==> src/rtl/program_loader_if.sv <==
// Host byte stream and instruction-memory write port of program_loader.
// The loader attaches through the slave modport; the host/CPU side uses master.
interface program_loader_if;
  logic        byte_valid_i;
  logic [7:0]  byte_i;
  logic        byte_ready_o;
  logic        program_mem_write_en_o;
  logic [15:0] instruction_o;
  logic [31:0] instruction_addr_o;
  logic        cpu_reset_o;
  logic        done_o;
  logic        error_o;
  logic [15:0] loaded_count_o;

  modport slave (
    input  byte_valid_i, byte_i,
    output byte_ready_o, program_mem_write_en_o, instruction_o, instruction_addr_o,
    output cpu_reset_o, done_o, error_o, loaded_count_o
  );

  modport master (
    output byte_valid_i, byte_i,
    input  byte_ready_o, program_mem_write_en_o, instruction_o, instruction_addr_o,
    input  cpu_reset_o, done_o, error_o, loaded_count_o
  );
endinterface

==> src/rtl/program_loader.sv <==
// Boot loader: length-prefixed little-endian Thumb image -> arm_cpu program memory.
// Define PROGRAM_LOADER_CHECKSUM_EN to require a trailing XOR checksum byte.
module program_loader #(
  parameter logic [31:0] BASE_ADDR      = 32'd0,
  parameter int unsigned MAX_HALF_WORDS = 1024
) (
  input  logic           clk_i,
  input  logic           reset_i,
  program_loader_if.slave bus
);

  typedef enum logic [2:0] {
    S_LEN_LO,
    S_LEN_HI,
    S_INSTR_LO,
    S_INSTR_HI,
`ifdef PROGRAM_LOADER_CHECKSUM_EN
    S_CHECK,
`endif
    S_DONE,
    S_ERROR
  } state_e;

`ifdef PROGRAM_LOADER_CHECKSUM_EN
  localparam state_e S_END = S_CHECK;
`else
  localparam state_e S_END = S_DONE;
`endif

  state_e      state_q, state_d;
  logic [7:0]  len_lo_q, len_lo_d;
  logic [15:0] len_q, len_d;
  logic [7:0]  lo_byte_q, lo_byte_d;
  logic [15:0] count_q, count_d;
  logic [15:0] instr_q, instr_d;
  logic [31:0] addr_q, addr_d;
  logic        we_q, we_d;
  logic        cpu_reset_q;
`ifdef PROGRAM_LOADER_CHECKSUM_EN
  logic [7:0]  csum_q, csum_d;
`endif

  logic        byte_ready;
  logic        accept;
  logic [15:0] len_full;
  logic [15:0] count_inc;

  assign byte_ready = (state_q != S_DONE) && (state_q != S_ERROR);
  assign accept     = bus.byte_valid_i && byte_ready;
  assign len_full   = {bus.byte_i, len_lo_q};
  assign count_inc  = count_q + 16'd1;

  always_comb begin
    state_d   = state_q;
    len_lo_d  = len_lo_q;
    len_d     = len_q;
    lo_byte_d = lo_byte_q;
    count_d   = count_q;
    instr_d   = instr_q;
    addr_d    = addr_q;
    we_d      = 1'b0;
`ifdef PROGRAM_LOADER_CHECKSUM_EN
    csum_d    = accept ? (csum_q ^ bus.byte_i) : csum_q;
`endif
    case (state_q)
      S_LEN_LO: if (accept) begin
        len_lo_d = bus.byte_i;
        state_d  = S_LEN_HI;
      end
      S_LEN_HI: if (accept) begin
        len_d = len_full;
        if (32'(len_full) > MAX_HALF_WORDS) state_d = S_ERROR;
        else if (len_full == 16'd0)         state_d = S_END;
        else                                state_d = S_INSTR_LO;
      end
      S_INSTR_LO: if (accept) begin
        lo_byte_d = bus.byte_i;
        state_d   = S_INSTR_HI;
      end
      S_INSTR_HI: if (accept) begin
        // Write k lands at BASE_ADDR + 2k; the 32-bit add wraps on its own.
        instr_d = {bus.byte_i, lo_byte_q};
        addr_d  = BASE_ADDR + {15'd0, count_q, 1'b0};
        we_d    = 1'b1;
        count_d = count_inc;
        state_d = (count_inc == len_q) ? S_END : S_INSTR_LO;
      end
`ifdef PROGRAM_LOADER_CHECKSUM_EN
      S_CHECK: if (accept) begin
        state_d = (bus.byte_i == csum_q) ? S_DONE : S_ERROR;
      end
`endif
      default: ;
    endcase
  end

  always_ff @(posedge clk_i) begin
    if (reset_i) begin
      state_q     <= S_LEN_LO;
      len_lo_q    <= 8'd0;
      len_q       <= 16'd0;
      lo_byte_q   <= 8'd0;
      count_q     <= 16'd0;
      instr_q     <= 16'd0;
      addr_q      <= BASE_ADDR;
      we_q        <= 1'b0;
      cpu_reset_q <= 1'b1;
`ifdef PROGRAM_LOADER_CHECKSUM_EN
      csum_q      <= 8'd0;
`endif
    end else begin
      state_q     <= state_d;
      len_lo_q    <= len_lo_d;
      len_q       <= len_d;
      lo_byte_q   <= lo_byte_d;
      count_q     <= count_d;
      instr_q     <= instr_d;
      addr_q      <= addr_d;
      we_q        <= we_d;
      // Lags done by one edge so the final write lands before the CPU fetches.
      cpu_reset_q <= (state_q != S_DONE);
`ifdef PROGRAM_LOADER_CHECKSUM_EN
      csum_q      <= csum_d;
`endif
    end
  end

  assign bus.byte_ready_o           = byte_ready;
  assign bus.program_mem_write_en_o = we_q;
  assign bus.instruction_o          = instr_q;
  assign bus.instruction_addr_o     = addr_q;
  assign bus.cpu_reset_o            = cpu_reset_q;
  assign bus.done_o                 = (state_q == S_DONE);
  assign bus.error_o                = (state_q == S_ERROR);
  assign bus.loaded_count_o         = count_q;

endmodule
==> src/flat_wrapper.sv <==
// flat-port wrapper written by rule: the top's interface ports become plain ports
module program_loader_flat 
#(
  parameter logic [31:0] BASE_ADDR      = 32'd0,
  parameter int unsigned MAX_HALF_WORDS = 1024
)
  (clk_i, reset_i, bus_byte_valid_i, bus_byte_i, bus_byte_ready_o, bus_program_mem_write_en_o, bus_instruction_o, bus_instruction_addr_o, bus_cpu_reset_o, bus_done_o, bus_error_o, bus_loaded_count_o);
  program_loader_if bus_i ();
  input  logic clk_i;
  input  logic reset_i;
  input wire logic [$bits(bus_i.byte_valid_i)-1:0] bus_byte_valid_i;
  input wire logic [$bits(bus_i.byte_i)-1:0] bus_byte_i;
  output wire logic [$bits(bus_i.byte_ready_o)-1:0] bus_byte_ready_o;
  output wire logic [$bits(bus_i.program_mem_write_en_o)-1:0] bus_program_mem_write_en_o;
  output wire logic [$bits(bus_i.instruction_o)-1:0] bus_instruction_o;
  output wire logic [$bits(bus_i.instruction_addr_o)-1:0] bus_instruction_addr_o;
  output wire logic [$bits(bus_i.cpu_reset_o)-1:0] bus_cpu_reset_o;
  output wire logic [$bits(bus_i.done_o)-1:0] bus_done_o;
  output wire logic [$bits(bus_i.error_o)-1:0] bus_error_o;
  output wire logic [$bits(bus_i.loaded_count_o)-1:0] bus_loaded_count_o;
  assign bus_i.byte_valid_i = bus_byte_valid_i;
  assign bus_i.byte_i = bus_byte_i;
  assign bus_byte_ready_o = bus_i.byte_ready_o;
  assign bus_program_mem_write_en_o = bus_i.program_mem_write_en_o;
  assign bus_instruction_o = bus_i.instruction_o;
  assign bus_instruction_addr_o = bus_i.instruction_addr_o;
  assign bus_cpu_reset_o = bus_i.cpu_reset_o;
  assign bus_done_o = bus_i.done_o;
  assign bus_error_o = bus_i.error_o;
  assign bus_loaded_count_o = bus_i.loaded_count_o;
  program_loader #(.BASE_ADDR(BASE_ADDR), .MAX_HALF_WORDS(MAX_HALF_WORDS)) u_core (.clk_i(clk_i), .reset_i(reset_i), .bus(bus_i));
endmodule
==> config.mk <==
export PLATFORM = sky130hd
export DESIGN_NAME = program_loader_flat
export DESIGN_NICKNAME = d
export VERILOG_FILES = /design/src/rtl/program_loader_if.sv /design/src/rtl/program_loader.sv /design/src/flat_wrapper.sv
export SDC_FILE = /design/constraint.sdc
export NUM_CORES = 1
export LEC_CHECK = 0
export CELL_PAD_IN_SITES_DETAIL_PLACEMENT = 0
export CELL_PAD_IN_SITES_GLOBAL_PLACEMENT = 1
export CORE_UTILIZATION = 40
export DETAILED_ROUTE_END_ITERATION = 8
export HOLD_SLACK_MARGIN = 0.12
export PLACE_DENSITY_LB_ADDON = 0.1
export SYNTH_ARGS = -nofsm -noshare
export SYNTH_HDL_FRONTEND = slang
export SYNTH_SLANG_ARGS = --single-unit
==> constraint.sdc <==
create_clock -name clk_i -period 5.3 [get_ports clk_i]
set_input_delay 1.06 -clock clk_i [delete_from_list [all_inputs] [get_ports clk_i]]
set_output_delay 1.06 -clock clk_i [all_outputs]
set_load 0.02 [all_outputs]
==> results_dict.tcl <==
set metrics [dict create \
    status "completed" \
    pwr-share-clk_pct 35.8 \
    final.min_clock_period_ns 2.892 \
    pwr-share-seq_pct 57.7 \
    cts_tree "done" \
    grt_max_degree 61 \
    syn_inst 472 \
    drive_gt1_share_pct 4.589 \
    ios 80 \
    synth_area_leaders "dfxtp_1 (45%), nand2_1 (12%), a21oi_1 (8.8%)" \
    cts_root_buf "clkbuf_8" \
    p_sw_share_pct 25.14 \
    grt_pass1_wl_mm 14.99 \
    hold_buffers 0 \
    wl_mm 8.953 \
    hold_path_class "register to register" \
    synth_cell_types 50 \
    grt_overflow 0 \
    layout.cells.most_common_list "nand2_1 (123), dfxtp_1 (85), a21oi_1 (67)" \
    die_width_um 99.34 \
    synth_mux_area_share_pct 2.377 \
    crit_fanout 16 \
    dp_hpwl_mm 6.126 \
    p_switching_mw 0.2856 \
    syn_area_um2 3790 \
    cp_slowest_cell "clkdlybuf4s50_1" \
    io_buffers 63 \
    num_vias 3202 \
    htreeDepth 3 \
    synth_edf_count 0 \
    nets 531 \
    ant_nets 0 \
    yosysTopAreaCellShare_pct 44.90 \
    yosys.area_share.adder_pct 0.3301 \
    drtIter0Drc 84 \
    synthFlopType "dfxtp_1" \
    yosys.area.top_type "dfxtp_1" \
    finalClockSkew_ns 0.006971 \
    clk_latency_ns 0.35 \
    clkTransAtPathRegs_ns 0.08 \
    place_inst 619 \
    core_um2 9196 \
    max_cap_viol_count 0 \
    comb_power_share_pct 6.5 \
    async_flop_share_pct 0 \
    diodes 0 \
    grt_pass1_vias 2995 \
    crit_arrival_ns 3.17 \
    crit_required_ns 5.58 \
    p_int_mw 0.8505 \
    synth.avg_cell_area_um2 8.029 \
    r2r_start "u_core.bus.loaded_count_o[0]" \
    critPathKind "input pin to register" \
    fmax_ghz 0.3457 \
    synthSimpleGateAreaFrac_pct 24.23 \
    cts_buffers 9 \
    area_delta_synth_final_pct 19.21 \
    die-area_um2 9868 \
    postLayoutCoreUtil_pct 49.13 \
    finalMaxSlewViolations 0 \
    synth_top_family_by_area "simple AND/OR/NAND/NOR gates" \
    wire_per_inst_um 14.12 \
    hold_viol_final 0 \
    end_kind "register" \
    final_cells 634 \
    clockBufferDepth 2 \
    leakage_nw 1.492 \
    ys_warn_count 0 \
    grt_util_all_layers_pct 19.14 \
    initial_utilization_pct 41.21 \
    crit_start "bus_byte_valid_i" \
    viasPerCell 5.050 \
    timing.slew.headroom_pct 44.67 \
    die_y_um 99.34 \
    powerDensity_nw_per_um2 251.5 \
    place_area_um2 4352 \
    tightest_slew_ns 0.8237 \
    setup_violations 0 \
    synth.yosys.seq_area_share_pct 44.90 \
    path_cells "clkdlybuf4s50_1 -> and3b_1 -> and2_1 -> buf_4 -> nand2_1 -> or3_1 -> a21oi_1" \
    cts_resized 0 \
    mostFrequentLayoutCell "nand2_1" \
    max-vdd-ir-drop_mv 0.1154 \
    rows 35 \
    first_pass_iters 4 \
    startpoint_type "input pin" \
    fin_tns_setup_ns 0 \
    synth-xor-area-share_pct 6.240 \
    holdCritStartpoint "u_core.bus.instruction_addr_o[7]" \
    rsz0062_at_grt "no" \
    gp_congestion 0.7524 \
    drc_errors 0 \
    slowest_delay_ns 0.54 \
    ys_ff_latch 85 \
    antenna_found_initial 0 \
    timing.final.crit_share_pct 54.57 \
    synth-compound-area-share_pct 13.70 \
    cts_setup_buffers 0 \
    clock_sinks 85 \
    design_area_um2 4518 \
]
==> power by group through the flow <==
stage / Sequential [mW] / Clock [mW] / Combinational (mW)
finish: 0.655 / 0.406 / 0.0743
global route: 0.657 / 0.454 / 0.0827
CTS: 0.655 / 0.418 / 0.0752
detailed placement: 0.671 / 0 / 0.0750
global placement: 0.670 / 0 / 0.0744
floorplan: 0.668 / 0 / 0.0608
==> critical path, delay by kind of cell <==
kind	cells	cell delay (ns)
buf+inv	2	0.84
compound gates	1	0.14
simple gates	4	1.14
==> state kept, by name, indices dropped and copies added (netlist names) <==
signal and cells:
u_core.bus.instruction_addr_o 16, u_core.bus.instruction_o 16, u_core.bus.loaded_count_o 16, u_core.len_q 16
u_core.len_lo_q 8, u_core.lo_byte_q 8, u_core.state_q 3, u_core.bus.cpu_reset_o 1
u_core.bus.program_mem_write_en_o 1
==> Yosys cell counts, drive strengths merged (2+ instances only) <==
cell / n
a211oi: 2
nand3: 9
xor2: 9
nand2b: 4
xnor2: 18
nand2: 123
mux2i: 9
and3: 2
o21ai: 9
dfxtp: 85
a31oi: 6
nor2: 30
nor3b: 2
nor4: 4
nand4: 4
inv: 3
or3: 10
buf: 30
nor3: 7
clkbuf: 17
nand3b: 2
and4: 3
a21oi: 67
==> logic make-up (layout without fill, tap and decap cells) <==
family,after synthesis,count (layout)
fa+ha+maj,1,1
other cells,1,16
buf+inv,50,86
mux,9,9
compound gates,94,94
xor+xnor,27,27
flops,85,85
simple gates,205,205
==> metal layers <==
layer	GRT usage, %	routed length (um)
met3	3.162	377
met4	7.240	33
met5	0	0
met2	30.45	4115
met1	26.06	4426
==> per-stage QoR <==
step	worst slack (ns)	hold WS [ns]	power (mW)
after floorplan	2.980	0.4312	0.7289
after global placement	2.158	0.4415	0.7445
after detailed placement	2.046	0.4457	0.7455
after CTS	2.422	0.4568	1.149
after global routing	2.304	0.4796	1.193
final	2.408	0.4545	1.136
==> final cells by class <==
type                       instances  area, um2
multi-input combinational        352       1837
clock buffer                      11      141.4
inverter                           3      11.26
sequential                        85       1702
fill                             929       4678
timing repair buffer              68      663.1
clock inverter                     4      25.02
tap                              111      138.9
==> worst paths after layout <==
kind	end	slack (ns)	cells after the start
max reg2reg	u_core.state_q[1]	2.98	7
min	u_core.bus.instruction_addr_o[7]	0.45	2
max	u_core.bus.loaded_count_o[13]	2.41	7
min reg2reg	u_core.bus.instruction_addr_o[7]	0.45	2
No activity file was read; power rests on OpenSTA's default activity.
